<file path="config.mk">
export PLATFORM = sky130hd
export DESIGN_NAME = instr_fetch_ctrl
export DESIGN_NICKNAME = d
export VERILOG_FILES = /design/src/rtl/riscv_pkg.sv /design/src/rtl/instr_fetch_ctrl.sv
export SDC_FILE = /design/constraint.sdc
export NUM_CORES = 1
export LEC_CHECK = 0
export CAP_MARGIN = 20
export CORE_MARGIN = 2
export CORE_UTILIZATION = 35
export DETAILED_ROUTE_END_ITERATION = 6
export HOLD_SLACK_MARGIN = 0.03
export PLACE_DENSITY = 0.69
export SLEW_MARGIN = 40
export SYNTH_ARGS = -nofsm -noshare
export SYNTH_HDL_FRONTEND = slang
export SYNTH_SLANG_ARGS = --single-unit
export TNS_END_PERCENT = 5
</file>
<file path="constraint.sdc">
create_clock -name clk -period 2.11 [get_ports clk]
set_input_delay 0.211 -clock clk [delete_from_list [all_inputs] [get_ports clk]]
set_output_delay 0.211 -clock clk [all_outputs]
set_load 0.005 [all_outputs]
</file>
<file path="src/rtl/riscv_pkg.sv">
// rtl/riscv_pkg.sv - shared RV32I constants and instruction-fetch controller types
// Purpose: opcode/funct3 constants used by the core and bench, the NOP word,
//          fetch FSM state and fault-cause enums, and the ECALL/EBREAK decoder.
// Ports:   none (package).
package riscv_pkg;

    localparam logic [6:0] OPC_LUI    = 7'b0110111;
    localparam logic [6:0] OPC_AUIPC  = 7'b0010111;
    localparam logic [6:0] OPC_JAL    = 7'b1101111;
    localparam logic [6:0] OPC_JALR   = 7'b1100111;
    localparam logic [6:0] OPC_BRANCH = 7'b1100011;
    localparam logic [6:0] OPC_LOAD   = 7'b0000011;
    localparam logic [6:0] OPC_STORE  = 7'b0100011;
    localparam logic [6:0] OPC_OP_IMM = 7'b0010011;
    localparam logic [6:0] OPC_OP     = 7'b0110011;
    localparam logic [6:0] OPC_SYSTEM = 7'b1110011;

    localparam logic [2:0] F3_ADD_SUB = 3'b000;
    localparam logic [2:0] F3_SLL     = 3'b001;
    localparam logic [2:0] F3_SLT     = 3'b010;
    localparam logic [2:0] F3_SLTU    = 3'b011;
    localparam logic [2:0] F3_XOR     = 3'b100;
    localparam logic [2:0] F3_SRL_SRA = 3'b101;
    localparam logic [2:0] F3_OR      = 3'b110;
    localparam logic [2:0] F3_AND     = 3'b111;
    localparam logic [2:0] F3_PRIV    = 3'b000;

    // ADDI x0,x0,0
    localparam logic [31:0] NOP = 32'h00000013;

    typedef enum logic [2:0] {
        IDLE, LATCH, REQ, WAIT, ISSUE, EXEC, HALT, FAULT
    } fetch_state_t;

    typedef enum logic [1:0] {
        F_NONE, F_MISALIGN, F_TIMEOUT, F_ILLEGAL
    } fetch_fault_t;

    // ECALL (imm=0) or EBREAK (imm=1): imm in {0,1} means bits [31:21] are zero.
    function automatic logic is_halt_instr(input logic [31:0] instr);
        return (instr[6:0] == OPC_SYSTEM) && (instr[14:12] == F3_PRIV) &&
               (instr[11:7] == 5'd0) && (instr[19:15] == 5'd0) &&
               (instr[31:21] == 11'd0);
    endfunction

endpackage

</file>
<file path="src/rtl/instr_fetch_ctrl.sv">
// rtl/instr_fetch_ctrl.sv - instruction-fetch front end for the memory-less RV32I core
// Purpose: samples the core PC, fetches one word over a req/gnt/rvalid memory port,
//          presents it on command with a one-cycle run strobe, waits for done, repeats.
//          Stops on ECALL/EBREAK (halted) or on a fetch fault (fault, fault_cause).
// Ports:   clk, reset (sync, active-high); start; pc from the core;
//          mem_req/mem_addr/mem_gnt/mem_rvalid/mem_rdata instruction memory;
//          command/run/done core handshake; busy/halted/fault/fault_cause/retired status.
module instr_fetch_ctrl
    import riscv_pkg::*;
#(
    parameter int          ADDR_W      = 32,
    parameter int          TIMEOUT_CYC = 255,
    parameter logic [31:0] NOP_INSTR   = NOP
) (
    input  logic              clk,
    input  logic              reset,
    input  logic              start,
    input  logic [31:0]       pc,
    output logic              mem_req,
    output logic [ADDR_W-1:0] mem_addr,
    input  logic              mem_gnt,
    input  logic              mem_rvalid,
    input  logic [31:0]       mem_rdata,
    output logic [31:0]       command,
    output logic              run,
    input  logic              done,
    output logic              busy,
    output logic              halted,
    output logic              fault,
    output logic [1:0]        fault_cause,
    output logic [31:0]       retired
);

    localparam int TW = $clog2(TIMEOUT_CYC + 1);
    localparam logic [TW-1:0] TIMER_LAST = TW'(TIMEOUT_CYC - 1);

    fetch_state_t state, next_state;
    fetch_fault_t cause, next_cause;
    logic [TW-1:0] timer;

    always_ff @(posedge clk) begin
        if (reset) begin
            state <= IDLE;
        end else begin
            state <= next_state;
        end
    end

    always_comb begin
        next_state = state;
        next_cause = F_NONE;
        case (state)
            IDLE: begin
                if (start) next_state = LATCH;
            end
            LATCH: begin
                if (pc[1:0] != 2'b00) begin
                    next_state = FAULT;
                    next_cause = F_MISALIGN;
                end else begin
                    next_state = REQ;
                end
            end
            REQ: begin
                if (mem_gnt) next_state = WAIT;
            end
            WAIT: begin
                // A response in the final timer cycle still wins over the timeout.
                if (mem_rvalid) begin
                    if (mem_rdata[1:0] != 2'b11) begin
                        next_state = FAULT;
                        next_cause = F_ILLEGAL;
                    end else begin
                        next_state = ISSUE;
                    end
                end else if (timer == TIMER_LAST) begin
                    next_state = FAULT;
                    next_cause = F_TIMEOUT;
                end
            end
            ISSUE: next_state = EXEC;
            EXEC: begin
                if (done) next_state = is_halt_instr(command) ? HALT : LATCH;
            end
            HALT:    next_state = HALT;
            FAULT:   next_state = FAULT;
            default: next_state = IDLE;
        endcase
    end

    always_ff @(posedge clk) begin
        if (reset) begin
            mem_addr <= '0;
            command  <= NOP_INSTR;
            retired  <= '0;
            timer    <= '0;
            cause    <= F_NONE;
        end else begin
            if (state == LATCH) mem_addr <= pc[ADDR_W-1:0];

            if (state == REQ && mem_gnt) begin
                timer <= '0;
            end else if (state == WAIT && !mem_rvalid) begin
                timer <= timer + TW'(1);
            end

            if (state == WAIT && mem_rvalid) command <= mem_rdata;

            if (state == EXEC && done) retired <= retired + 32'd1;

            if (state != FAULT && next_state == FAULT) cause <= next_cause;
        end
    end

    assign mem_req     = (state == REQ);
    assign run         = (state == ISSUE);
    assign busy        = (state == LATCH) || (state == REQ) || (state == WAIT) ||
                         (state == ISSUE) || (state == EXEC);
    assign halted      = (state == HALT);
    assign fault       = (state == FAULT);
    assign fault_cause = cause;

endmodule

</file>
==> impl_metrics.ini <==
[status]
outcome = finished, final reports clean

[clock_tree]
post-cts-setup-buffer-count = 0
cts-buffers-inserted = 9
insertion_delay_ns = 0.35
path_clk_slew_ns = 0.08
cts_tree = done
clk_path_buf_depth = 2
clock_tree.htree_level_count = 3
clock_sink_count = 109
cts.root.buffer_cell = sky130_fd_sc_hd__clkbuf_16

[floorplanning]
placement_rows = 41
initial_core_util_pct = 35.5
core_area_mm2 = 0.0125
die_x_um = 117
die_footprint_mm2 = 0.0136
num_io_pins = 173
die_height_um = 117

[setup_path]
start_kind = flop
setup.worst_path.class = reg2reg
critical_path_cell_count = 6
worst_path_largest_cell_delay_ns = 0.59
setup.worst_path.end_class = flop
critical_path_peak_fanout = 3
buf_inv_stages_crit_path = 0
cp_cell_sequence = nor4_1, nand4_1, or4_4, a311o_1, a41oi_2, nor3_1
required_ns = 2.33
cp_top_family = simple AND/OR/NAND/NOR gates
cp_slowest_cell = sky130_fd_sc_hd__or4_4
critPathArrivalTime_ns = 2.26
worstRegToRegCells = 6

[logic_synthesis]
synthesis.area_per_instance_um2 = 8.07
share_of_flip_flops_with_an_asynchronous_set_or_reset_pct = 0
syn_inst = 551
synth_edf_count = 0
yosys.cell_count.top_type = sky130_fd_sc_hd__nand2_1
yosys_warnings = 0
synthDominantCellAreaShare_pct = 49.0
synth.net_count = 624
netlist_area_mm2 = 0.00445
sequential_area_share_after_synthesis_pct = 49.0
ys_flop_type = sky130_fd_sc_hd__dfxtp_1
synth.top_cells.by_count = sky130_fd_sc_hd__nand2_1 (149), sky130_fd_sc_hd__dfxtp_1 (109), sky130_fd_sc_hd__a21oi_1 (68)
yosysUniqueCellTypes = 46
ys_seq_elements = 109
synth_top_area_cell = sky130_fd_sc_hd__dfxtp_1
synth_top_cells_by_area = sky130_fd_sc_hd__dfxtp_1 (49%), sky130_fd_sc_hd__nand2_1 (13%), sky130_fd_sc_hd__a21oi_1 (7.6%), sky130_fd_sc_hd__xor2_1 (5.1%), sky130_fd_sc_hd__nor2_1 (4.4%)

[sta]
timing_worst_slew_pin_value_ns = 0.540
drv_slew = 0
setup_viol = 0
clock.fmax_mhz = 490
layout_worst_path_cycle_share_pct = 96.8
skew_ns = 0.00994
total_count_of_hold_check_failures_in_the_final_report = 0
slew_headroom_pct = 64.0
post-route-min-period_ns = 2.04
tns_ns = 0

[run]
cap_viol_max_count = 0

[placed_design]
numPortBuffers = 172
post-dp-hpwl_um = 9240
finalWeightedCongestion = 0.814

[power]
sequentialPowerShare_pct = 43.2
internal-power_uw = 3870
power_density_mw_per_mm2 = 806
comb_power_share_pct = 28.5
power.switching_uw = 1640
clkPwrFrac_pct = 28.3
post-layout-total-power_uw = 5510
vdd_drop_max_v = 0.000405
share_of_total_power_consumed_by_net_switching_pct = 29.8
leakagePower_uw = 0.00246

[routing]
drt_pre_antenna_iters = 4
remaining_drc_errors = 0
totalWireLength_um = 12400
drt-initial-drc-count = 257
wl_per_cell_um = 13.5
vias_per_cell = 4.79
via_count = 4398
detail-route-antenna-nets = 0

[cells_and_area]
fill_cells = 1188
flow.area_growth_from_synthesis_pct = 53.7
num_antenna_cells = 0
post_route_core_utilization_pct = 54.6
fin_nets = 814
final-seq-area_mm2 = 0.00218
multi_input_comb_area_mm2 = 0.00213
final_layout_size_suffix_gt1_share_pct = 8.85

[global_routing]
grt_pass1_wl_um = 20000
met1_global_route_usage_pct = 21.2
initial_antenna_violation_count = 0
gr-usage-met3_pct = 6.64
gr-usage-all-layers_pct = 18.4
maximum_number_of_pins_on_one_net_before_global_route_repair = 49
globalRoute.totalOverflow = 0
top_usage_layer_grt = met2
grt_pass1_vias = 4373
met2_usage_pct = 31.3

[worst_hold_path]
whs_path_depth = 2
classification_of_the_worst_slack_hold_path = in2reg
## cell type report
| cell class | instances | share of cell area [%] |
|---|---|---|
| inverter | 5 | 0.274 |
| sequential | 109 | 31.9 |
| timing repair buffer | 210 | 29.5 |
| clock buffer | 9 | 3.29 |
| tap | 172 | 3.15 |
| multi-input combinational | 406 | 31.2 |
| clock inverter | 7 | 0.750 |
## through the flow
stage | setup WS [ns] | instance area [µm²] | hold WS, ns | instances
after CTS | 0 | 6830 | 0.339 | 918
final | 0.0684 | 6840 | 0.342 | 918
after global routing | -0.00171 | 6840 | 0.370 | 918
after global placement | -0.0839 | 6550 | 0.441 | 902
after detailed placement | -0.107 | 6550 | 0.449 | 902
after floorplan | 0.119 | 4450 | 0.335 | 551
## timing repair
item | 4_1_cts | 5_1_grt
gates resized for setup | 1 | 3
setup endpoints to repair | 1 | 4
hold buffers | 0 | 0
pin swaps | 0 | 1
gates cloned | 0 | 0
## cells by family after synthesis
| family | after synthesis | synth area share [%] |
|---|---|---|
| AOI/OAI and AO/OA | 87 | 10.8 |
| xor gates and xnor gates | 35 | 6.89 |
| adders and majority gates | 3 | 0.844 |
| buffers and inverters | 36 | 3.57 |
| DFF | 109 | 49.0 |
| muxes | 1 | 0.225 |
| and+or+nand+nor | 280 | 28.7 |
## state kept, by name, summed over array words and instances, names as in the netlist
register / count
mem_addr: 32
command: 32
timer: 8
fault_cause: 2
state: 3
retired: 32
## power by group through the flow
| stage | combinational (µW) | sequential [µW] | clock [µW] |
|---|---|---|---|
| CTS | 1590 | 2380 | 1620 |
| global placement | 1550 | 2410 | 0 |
| finish | 1570 | 2380 | 1560 |
| floorplan | 776 | 2440 | 0 |
| detailed placement | 1580 | 2420 | 0 |
| global route | 1750 | 2400 | 1700 |
## worst paths after layout
kind	from	endpoint	slack (ns)
max	command[17]	fault_cause[1]	0.07
min	reset	state[0]	0.34
max reg2reg	command[17]	fault_cause[1]	0.07
min reg2reg	mem_addr[31]	mem_addr[31]	0.45
## cell usage in the layout (no fill, tap or decap), drive strengths merged, types with 13 or more instances in the layout
cell / count
clkdlybuf4s50: 171
nand2: 150
dfxtp: 109
a21oi: 68
nor2: 52
buf: 39
xor2: 26
nand3: 16
nand4: 13
## metal layers
layer | part of all wire, % | up-vias
li1 | - | 2215
met1 | 42 | 2029
met2 | 47 | 137
met3 | 9.1 | 17
met4 | 1.9 | 0
met5 | 0 | -
Note: power is estimated with default switching activity, not from simulation.
